==> config.mk <==
export PLATFORM = sky130hd
export DESIGN_NAME = bus_initiator
export DESIGN_NICKNAME = d
export VERILOG_FILES = /design/src/rtl/bus_initiator.sv
export SDC_FILE = /design/constraint.sdc
export NUM_CORES = 1
export LEC_CHECK = 0
export CAP_MARGIN = 5
export CORE_MARGIN = 2
export CORE_UTILIZATION = 40
export CTS_CLUSTER_DIAMETER = 40
export DETAILED_ROUTE_END_ITERATION = 10
export HOLD_SLACK_MARGIN = 0.05
export PLACE_DENSITY = 0.82
export SYNTH_ARGS = -nofsm -noshare
export SYNTH_HDL_FRONTEND = slang
export SYNTH_SLANG_ARGS = --single-unit
==> constraint.sdc <==
create_clock -name bus_clk -period 6.2 [get_ports bus_clk]
set_clock_uncertainty 0.15 [all_clocks]
set_input_delay 0.93 -clock bus_clk [delete_from_list [all_inputs] [get_ports bus_clk]]
set_output_delay 0.93 -clock bus_clk [all_outputs]
set_load 0.05 [all_outputs]
==> src/rtl/bus_initiator.sv <==
`default_nettype none
// ============================================================================
// Module  : bus_initiator
// Purpose : Root bus master. Turns a valid/ready command stream into one bus
//           transaction at a time (posted write strobe, or read strobe plus
//           wait for rd_ack) and returns a one-cycle response pulse. A read
//           that gets no rd_ack within TIMEOUT cycles completes with rsp_err.
// Ports   : bus_clk, bus_reset_l     - clock / async active-low reset
//           bus_in  (out)            - bundle to the tree: rd_req, wr_req,
//                                      wr_data, addr, be, clk, reset_l
//           bus_out (in)             - returned bundle: rd_data, rd_ack
//           req_valid/req_ready      - command handshake
//           req_wr/addr/wdata/be     - command fields
//           rsp_valid/rdata/err      - response pulse, data, timeout flag
// Revision: 1.0 - initial release
// ============================================================================
module bus_initiator #(
  parameter int TIMEOUT         = 255,
  // Shared bus layout; these mirror the tree-wide bus parameters and are not
  // meant to be overridden per instance.
  parameter int BUS_ADDR_WIDTH  = 16,
  parameter int BUS_DATA_WIDTH  = 32,
  parameter int BUS_CLK_IDX     = 0,
  parameter int BUS_RESET_L_IDX = 1,
  parameter int BUS_RD_REQ_IDX  = 2,
  parameter int BUS_WR_REQ_IDX  = 3,
  parameter int BUS_BE_LSB      = 4,
  parameter int BUS_ADDR_LSB    = 8,
  parameter int BUS_WDATA_LSB   = 24,
  parameter int BUS_IN_WIDTH    = 56,
  parameter int BUS_RDATA_LSB   = 0,
  parameter int BUS_RD_ACK_IDX  = 32,
  parameter int BUS_OUT_WIDTH   = 33
) (
  input  logic                      bus_clk,
  input  logic                      bus_reset_l,
  output logic [BUS_IN_WIDTH-1:0]   bus_in,
  input  logic [BUS_OUT_WIDTH-1:0]  bus_out,
  input  logic                      req_valid,
  output logic                      req_ready,
  input  logic                      req_wr,
  input  logic [BUS_ADDR_WIDTH-1:0] req_addr,
  input  logic [BUS_DATA_WIDTH-1:0] req_wdata,
  input  logic [3:0]                req_be,
  output logic                      rsp_valid,
  output logic [BUS_DATA_WIDTH-1:0] rsp_rdata,
  output logic                      rsp_err
);

  localparam int         CNT_W    = 16;
  // Counter value during the last allowed RD cycle (C1 holds 0).
  localparam logic [CNT_W-1:0] CNT_LAST = CNT_W'(TIMEOUT - 1);

  typedef enum logic [1:0] {
    IDLE = 2'd0,
    WR   = 2'd1,
    RD   = 2'd2,
    RSP  = 2'd3
  } state_t;

  state_t state, state_nxt;

  logic [BUS_ADDR_WIDTH-1:0] addr_q;
  logic [BUS_DATA_WIDTH-1:0] wdata_q;
  logic [3:0]                be_q;
  logic                      rd_req_q;
  logic                      wr_req_q;
  logic [CNT_W-1:0]          cnt;

  logic                      rd_ack;
  logic [BUS_DATA_WIDTH-1:0] rd_data;
  logic                      accept;
  logic                      rd_expired;

  assign rd_ack     = bus_out[BUS_RD_ACK_IDX];
  assign rd_data    = bus_out[BUS_RDATA_LSB +: BUS_DATA_WIDTH];
  assign accept     = (state == IDLE) && req_valid;
  assign rd_expired = (cnt == CNT_LAST);
  assign req_ready  = (state == IDLE);

  // State register
  always_ff @(posedge bus_clk or negedge bus_reset_l) begin
    if (!bus_reset_l) begin
      state <= IDLE;
    end else begin
      state <= state_nxt;
    end
  end

  // Next-state logic
  always_comb begin
    state_nxt = state;
    case (state)
      IDLE:    if (req_valid) state_nxt = req_wr ? WR : RD;
      WR:      state_nxt = RSP;
      // rd_ack in the final allowed cycle still counts as success
      RD:      if (rd_ack || rd_expired) state_nxt = RSP;
      RSP:     state_nxt = IDLE;
      default: state_nxt = IDLE;
    endcase
  end

  // Bus fields, strobes, counter and response registers
  always_ff @(posedge bus_clk or negedge bus_reset_l) begin
    if (!bus_reset_l) begin
      addr_q    <= '0;
      wdata_q   <= '0;
      be_q      <= '0;
      rd_req_q  <= 1'b0;
      wr_req_q  <= 1'b0;
      cnt       <= '0;
      rsp_valid <= 1'b0;
      rsp_rdata <= '0;
      rsp_err   <= 1'b0;
    end else begin
      // Strobes and the response are single-cycle pulses by default
      rd_req_q  <= 1'b0;
      wr_req_q  <= 1'b0;
      rsp_valid <= 1'b0;

      if (accept) begin
        addr_q   <= req_addr;
        wdata_q  <= req_wdata;
        be_q     <= req_be;
        wr_req_q <= req_wr;
        rd_req_q <= !req_wr;
        cnt      <= '0;
      end

      if (state == WR) begin
        rsp_valid <= 1'b1;
        rsp_err   <= 1'b0;
        rsp_rdata <= '0;
      end

      if (state == RD) begin
        cnt <= cnt + CNT_W'(1);
        if (rd_ack) begin
          rsp_valid <= 1'b1;
          rsp_err   <= 1'b0;
          rsp_rdata <= rd_data;
        end else if (rd_expired) begin
          rsp_valid <= 1'b1;
          rsp_err   <= 1'b1;
          rsp_rdata <= '0;
        end
      end
    end
  end

  // Outgoing bundle; clk and reset_l are straight combinational copies
  always_comb begin
    bus_in                                     = '0;
    bus_in[BUS_CLK_IDX]                        = bus_clk;
    bus_in[BUS_RESET_L_IDX]                    = bus_reset_l;
    bus_in[BUS_RD_REQ_IDX]                     = rd_req_q;
    bus_in[BUS_WR_REQ_IDX]                     = wr_req_q;
    bus_in[BUS_BE_LSB +: 4]                    = be_q;
    bus_in[BUS_ADDR_LSB +: BUS_ADDR_WIDTH]     = addr_q;
    bus_in[BUS_WDATA_LSB +: BUS_DATA_WIDTH]    = wdata_q;
  end

endmodule
`default_nettype wire

==> results.md, run 1 <==
* Status: complete, no violations
* Required time of the worst setup path at slightly above 5 ns
* Drt drc at 0
* First-pass GRT wire length at 16500 um
* Synth warn at 0
* Worst VDD drop at roughly 320 uV
* Power density over the cells at 596 nW/um^2
* CTS tree: yes
* Pre-CTS WS at 1.35 ns
* Largest net degree at the start of global routing at 67
* Leakage at 2.72 nW
* Fillcell total at just over 800
* Gp weighted congestion at 0.762
* Chip height at 107 um
* Number of gates resized after CTS at 0
* DR pass1 iterations at 4
* Least-Margin Pin Slew at 0.810 ns
* Diode count at 0
* Routed via count at 3131
* Detailed placement HPWL at 7400 um
* Nets at between 500 and 600
* GR Overflow Total at 0
* Initial antenna violation count at 0
* Total track usage at 18.8%
* Crit path capture type: output port
* Drt total wl at 10400 um
* Hold crit path type: in2async
* Register area share after synthesis at between 60% and 70%
* Synth Instances at 298
* Post-synthesis cell area at about 4200 um^2
* Vias in the first global route at 3393
* Die footprint at 11400 um^2
* TNS Setup at 0 ns
* Worst-path clk slew at 0.10 ns
* Starting density of the core at 41.0%
* Port buffer count at around 180
* Wire length per cell at ~17 um
* Post-CTS Hold Buffers at 0
* Slew Viols, Final at 0
* Setup CP Type: clk2out
* Distinct cells, synth at 31
* I/O Pins at between 150 and 200
* MaxCap Viol Count at 0
* # setup viols final at 0
* Syn avg cell area at 14.1 um^2
* FP Rows at 37
* Setup Fix Bufs, Post-CTS at 0
* Mapped Nets at between 300 and 400
* Worst setup SP type: clock port
* Die Wd at 107 um
* Worst skew pair latency at 0.47 ns
* Overall Power at 3.77 mW
* Core Footprint at just over 10000 um^2
* Worst endpoint data arrival time at 4.03 ns
* Hold WS at 0.279 ns
* Final hold vios at 0
* Area growth from synthesis to layout at 50.1%
* DR vias/cell at 5.07
* Relative slew slack at a little under half
* Final WS setup at 1.09 ns
* Antenna Nets Post-Route at 0
* Yosys reg bits at 106
* CP Max Fanout at 2
* DR iter-0 viols at 157
* RSZ-0062 raised after global routing: no
* Layout cell share with drive strength beyond 1 at 17.0%
[path summary, 6_finish.rpt]
kind / from / to / slack, ns / depth (start not counted)
worst max-delay path: bus_clk / bus_in[0] / 1.09 / 3
worst min-delay path: bus_reset_l / rsp_rdata[30] / 0.28 / 1
worst max register to register: state[0] / rsp_rdata[4] / 3.73 / 6
worst min register to register: rsp_rdata[31] / rsp_rdata[31] / 0.35 / 1
max in group asynchronous: bus_reset_l / rsp_rdata[10] / 4.39 / 2
min in group bus_clk: rsp_rdata[31] / rsp_rdata[31] / 0.35 / 1
[through the flow]
step           cells  utilization, %  instance area (um^2)
3_3_place_gp     599            59.4                  6110
3_5_place_dp     599            59.4                  6110
2_1_floorplan    298               -                  4220
5_1_grt          618            61.6                  6330
4_1_cts          618            61.6                  6330
6_report         618            61.6                  6330
[critical path, stage by stage]
cell             delay (ns)
clkbuf_8               0.11
clkbuf_8               0.12
clkdlybuf4s50_1        0.70
[layout make-up]
type | count | area [um^2] | area share [%]
inverter | 8 | 30.0 | 0.474
multi-input combinational | 166 | 1440 | 22.7
sequential | 106 | 2650 | 41.9
clock inverter | 5 | 37.5 | 0.593
clock buffer | 15 | 193 | 3.04
tap | 136 | 170 | 2.69
timing repair buffer | 182 | 1810 | 28.6
[cells in the final DEF, fill, tap and decap left out, types with 6 or more instances in the layout]
master	n
inv_1	8
clkbuf_8	13
dfrtp_1	106
o21ai_0	11
a22o_1	32
ha_1	6
nand3_1	8
mux2_2	54
clkdlybuf4s50_1	178
nand2_1	13
nand4_1	6
[logic make-up after synthesis]
kind of cell / Yosys count / synth area share [%]
muxes: 58 / 15.4
adders and majority gates: 6 / 1.78
and+or+nand+nor: 42 / 5.67
DFF: 106 / 62.9
buffers and inverters: 26 / 3.26
AOI/OAI and AO/OA: 60 / 11.0
[layer usage]
metal	up-vias	GRT usage (%)	routed length (um)
met5	-	0	0
met3	16	5.05	752
li1	1442	-	-
met1	1539	22.8	4160
met2	134	30.9	5250
met4	0	9.65	257
[registers in the layout (all words and copies together) (netlist names)]
register	count
rsp_rdata	32
wdata_q	32
addr_q	16
cnt	16
be_q	4
state	2
rd_req_q	1
rsp_err	1
rsp_valid	1
wr_req_q	1
[cells in the mapped netlist]
cell type,number,area [um^2]
nor3_1,1,5.00
o21a_1,3,22.5
buf_2,2,10.0
nand3_1,8,40.0
inv_1,8,30.0
and2_1,1,6.26
buf_4,4,30.0
a211oi_2,1,12.5
o21ai_0,11,55.1
nor2b_1,1,6.26
nand4_1,6,37.5
a21oi_1,3,15.0
and3_1,3,18.8
o211ai_1,3,22.5
nor2_1,3,11.3
nand2_1,14,52.6
ha_1,6,75.1
nor4_4,1,21.3
nand4bb_1,1,11.3
or3_1,1,6.26
buf_6,3,33.8
o31ai_1,5,37.5
dfrtp_1,106,2650
mux2_2,54,608
o41ai_1,1,8.76
o32a_1,1,10.0
clkbuf_1,9,33.8
a22o_1,32,280
mux2i_1,4,40.0
or4b_4,1,13.8
or3b_2,1,8.76
[report_power, final]
part | leakage [nW] | switching [mW] | internal, mW
logic | 1.27 | 1.37 | 0.792
clock network | 0.111 | 0.269 | 0.211
registers | 1.34 | 0.160 | 0.973
total | 2.72 | 1.80 | 1.98
Note: power is estimated with default switching activity, not from simulation.
==> inputs of run 2 (changes only) <==
==> constraint.sdc (replaced) <==
create_clock -name bus_clk -period 5 [get_ports bus_clk]
set_clock_uncertainty 0.15 [all_clocks]
set_input_delay 0.75 -clock bus_clk [delete_from_list [all_inputs] [get_ports bus_clk]]
set_output_delay 0.75 -clock bus_clk [all_outputs]
set_load 0.05 [all_outputs]
==> results.md, run 2 (synthesized netlist as in run 1, its figures left out) <==
* Final hold vios at 0
* Worst endpoint data arrival time at roughly 3.4 ns
* Detailed placement HPWL at 7480 um
* Largest registers: rsp_rdata x32, wdata_q x32
* Most frequent cells in the layout: clkdlybuf4s50_1, dfrtp_1, mux2_2
* Gp weighted congestion at 0.782
* Slew Viols, Final at 0
* Worst setup SP type: clock port
* Crit path capture type: output port
* Drt drc at 0
* Hold crit path type: in2async
* DR pass1 iterations at 4
* Setup Fix Bufs, Post-CTS at 0
* CP Max Fanout at 2
* First-pass GRT wire length at 16200 um
* Total track usage at a little under a fifth
* Worst skew pair latency at 0.46 ns
* TNS Setup at 0 ns
* Commonest non-fill, non-tap cell in the layout: clkdlybuf4s50_1
* Largest net degree at the start of global routing at 62
* Diode count at 0
* Port buffer count at 179
* Number of gates resized after CTS at 0
* DR iter-0 viols at 123
* Relative slew slack at 49.6%
* Power density over the cells at 745 nW/um^2
* Antenna Nets Post-Route at 0
* I/O Pins at 180
* Wire length per cell at 16.8 um
* Status: complete, no violations
* Die footprint at 11400 um^2
* Layout cell share with drive strength beyond 1 at about 17%
* Least-Margin Pin Slew at 0.756 ns
* Final WS setup at roughly 0.7 ns
* Leakage at 2.74 nW
* Vias in the first global route at 3354
* Area growth from synthesis to layout at 50.9%
* RSZ-0062 raised after global routing: no
* Chip height at 107 um
* Fillcell total at 807
* Final core occ at ~62%
* Starting density of the core at 41.0%
* # setup viols final at 0
* Pre-CTS WS at 0.928 ns
* Die Wd at 107 um
* Drt total wl at 10400 um
* Setup CP Type: clk2out
* MaxCap Viol Count at 0
* Hold WS at ~0.13 ns
* Core Footprint at ~10000 um^2
* Post-CTS Hold Buffers at 0
* Sequential cell area at 2650 um^2
* Worst-path clk slew at 0.10 ns
* Nets at 572
* DR vias/cell at 5.13
* Area occupied by multi-input gates at approximately 1400 um^2
* Initial antenna violation count at 0
* CTS tree: yes
* FP Rows at 37
* GR Overflow Total at 0
* Worst VDD drop at ~370 uV
* FF-to-FF path depth at 6
* Overall Power at 4.74 mW
* Required time of the worst setup path at 4.10 ns
* Routed via count at around 3200
## run 2: cell types whose count changed in the layout (fill, tap and decap cells not counted), sizes merged
cell and change:
clkinv -1, bufinv +1, clkbuf -1, inv +1
## run 2: layout make-up
| cell class | instances | area share (%) |
|---|---|---|
| inverters | 8 | 0.472 |
| repair buffers | 182 | 28.4 |
| multi-input cells | 166 | 22.6 |
| flip-flops and latches | 106 | 41.7 |
| well taps | 136 | 2.68 |
| clock inverters | 6 | 1.16 |
| clock buffers | 14 | 2.97 |
## run 2: worst max-delay path, stage by stage
cell,delay (ns)
clkbuf_8,0.11
clkbuf_8,0.12
clkdlybuf4s50_1,0.69
## run 2: layer usage
| metal | track usage, % | vias to the layer above | part of all wire (%) |
|---|---|---|---|
| li1 | - | 1439 | - |
| met1 | 21.2 | 1573 | 39 |
| met2 | 31.3 | 142 | 51 |
| met3 | 4.86 | 16 | 7.4 |
| met4 | 10.2 | 0 | 2.3 |
| met5 | 0 | - | 0 |
## run 2: final timing paths
path	start	end	slack, ns
max	bus_clk	bus_in[0]	0.68
min	bus_reset_l	rsp_rdata[22]	0.13
max reg2reg	state[0]	rsp_rdata[5]	2.55
min reg2reg	cnt[15]	cnt[15]	0.35
max in group asynchronous	bus_reset_l	rsp_rdata[5]	3.39
min in group bus_clk	cnt[15]	cnt[15]	0.35
## run 2: per-stage QoR
| stage | cells | instance area (um^2) |
|---|---|---|
| after floorplan | 298 | 4220 |
| after global placement | 599 | 6110 |
| after detailed placement | 599 | 6110 |
| after CTS | 618 | 6360 |
| after global routing | 618 | 6360 |
| final | 618 | 6360 |
## run 2: report_power, final
| part | internal (mW) | switching, mW |
|---|---|---|
| Clock | 0.316 | 0.339 |
| Combinational | 0.983 | 1.70 |
| Sequential | 1.21 | 0.198 |
| Total | 2.50 | 2.23 |
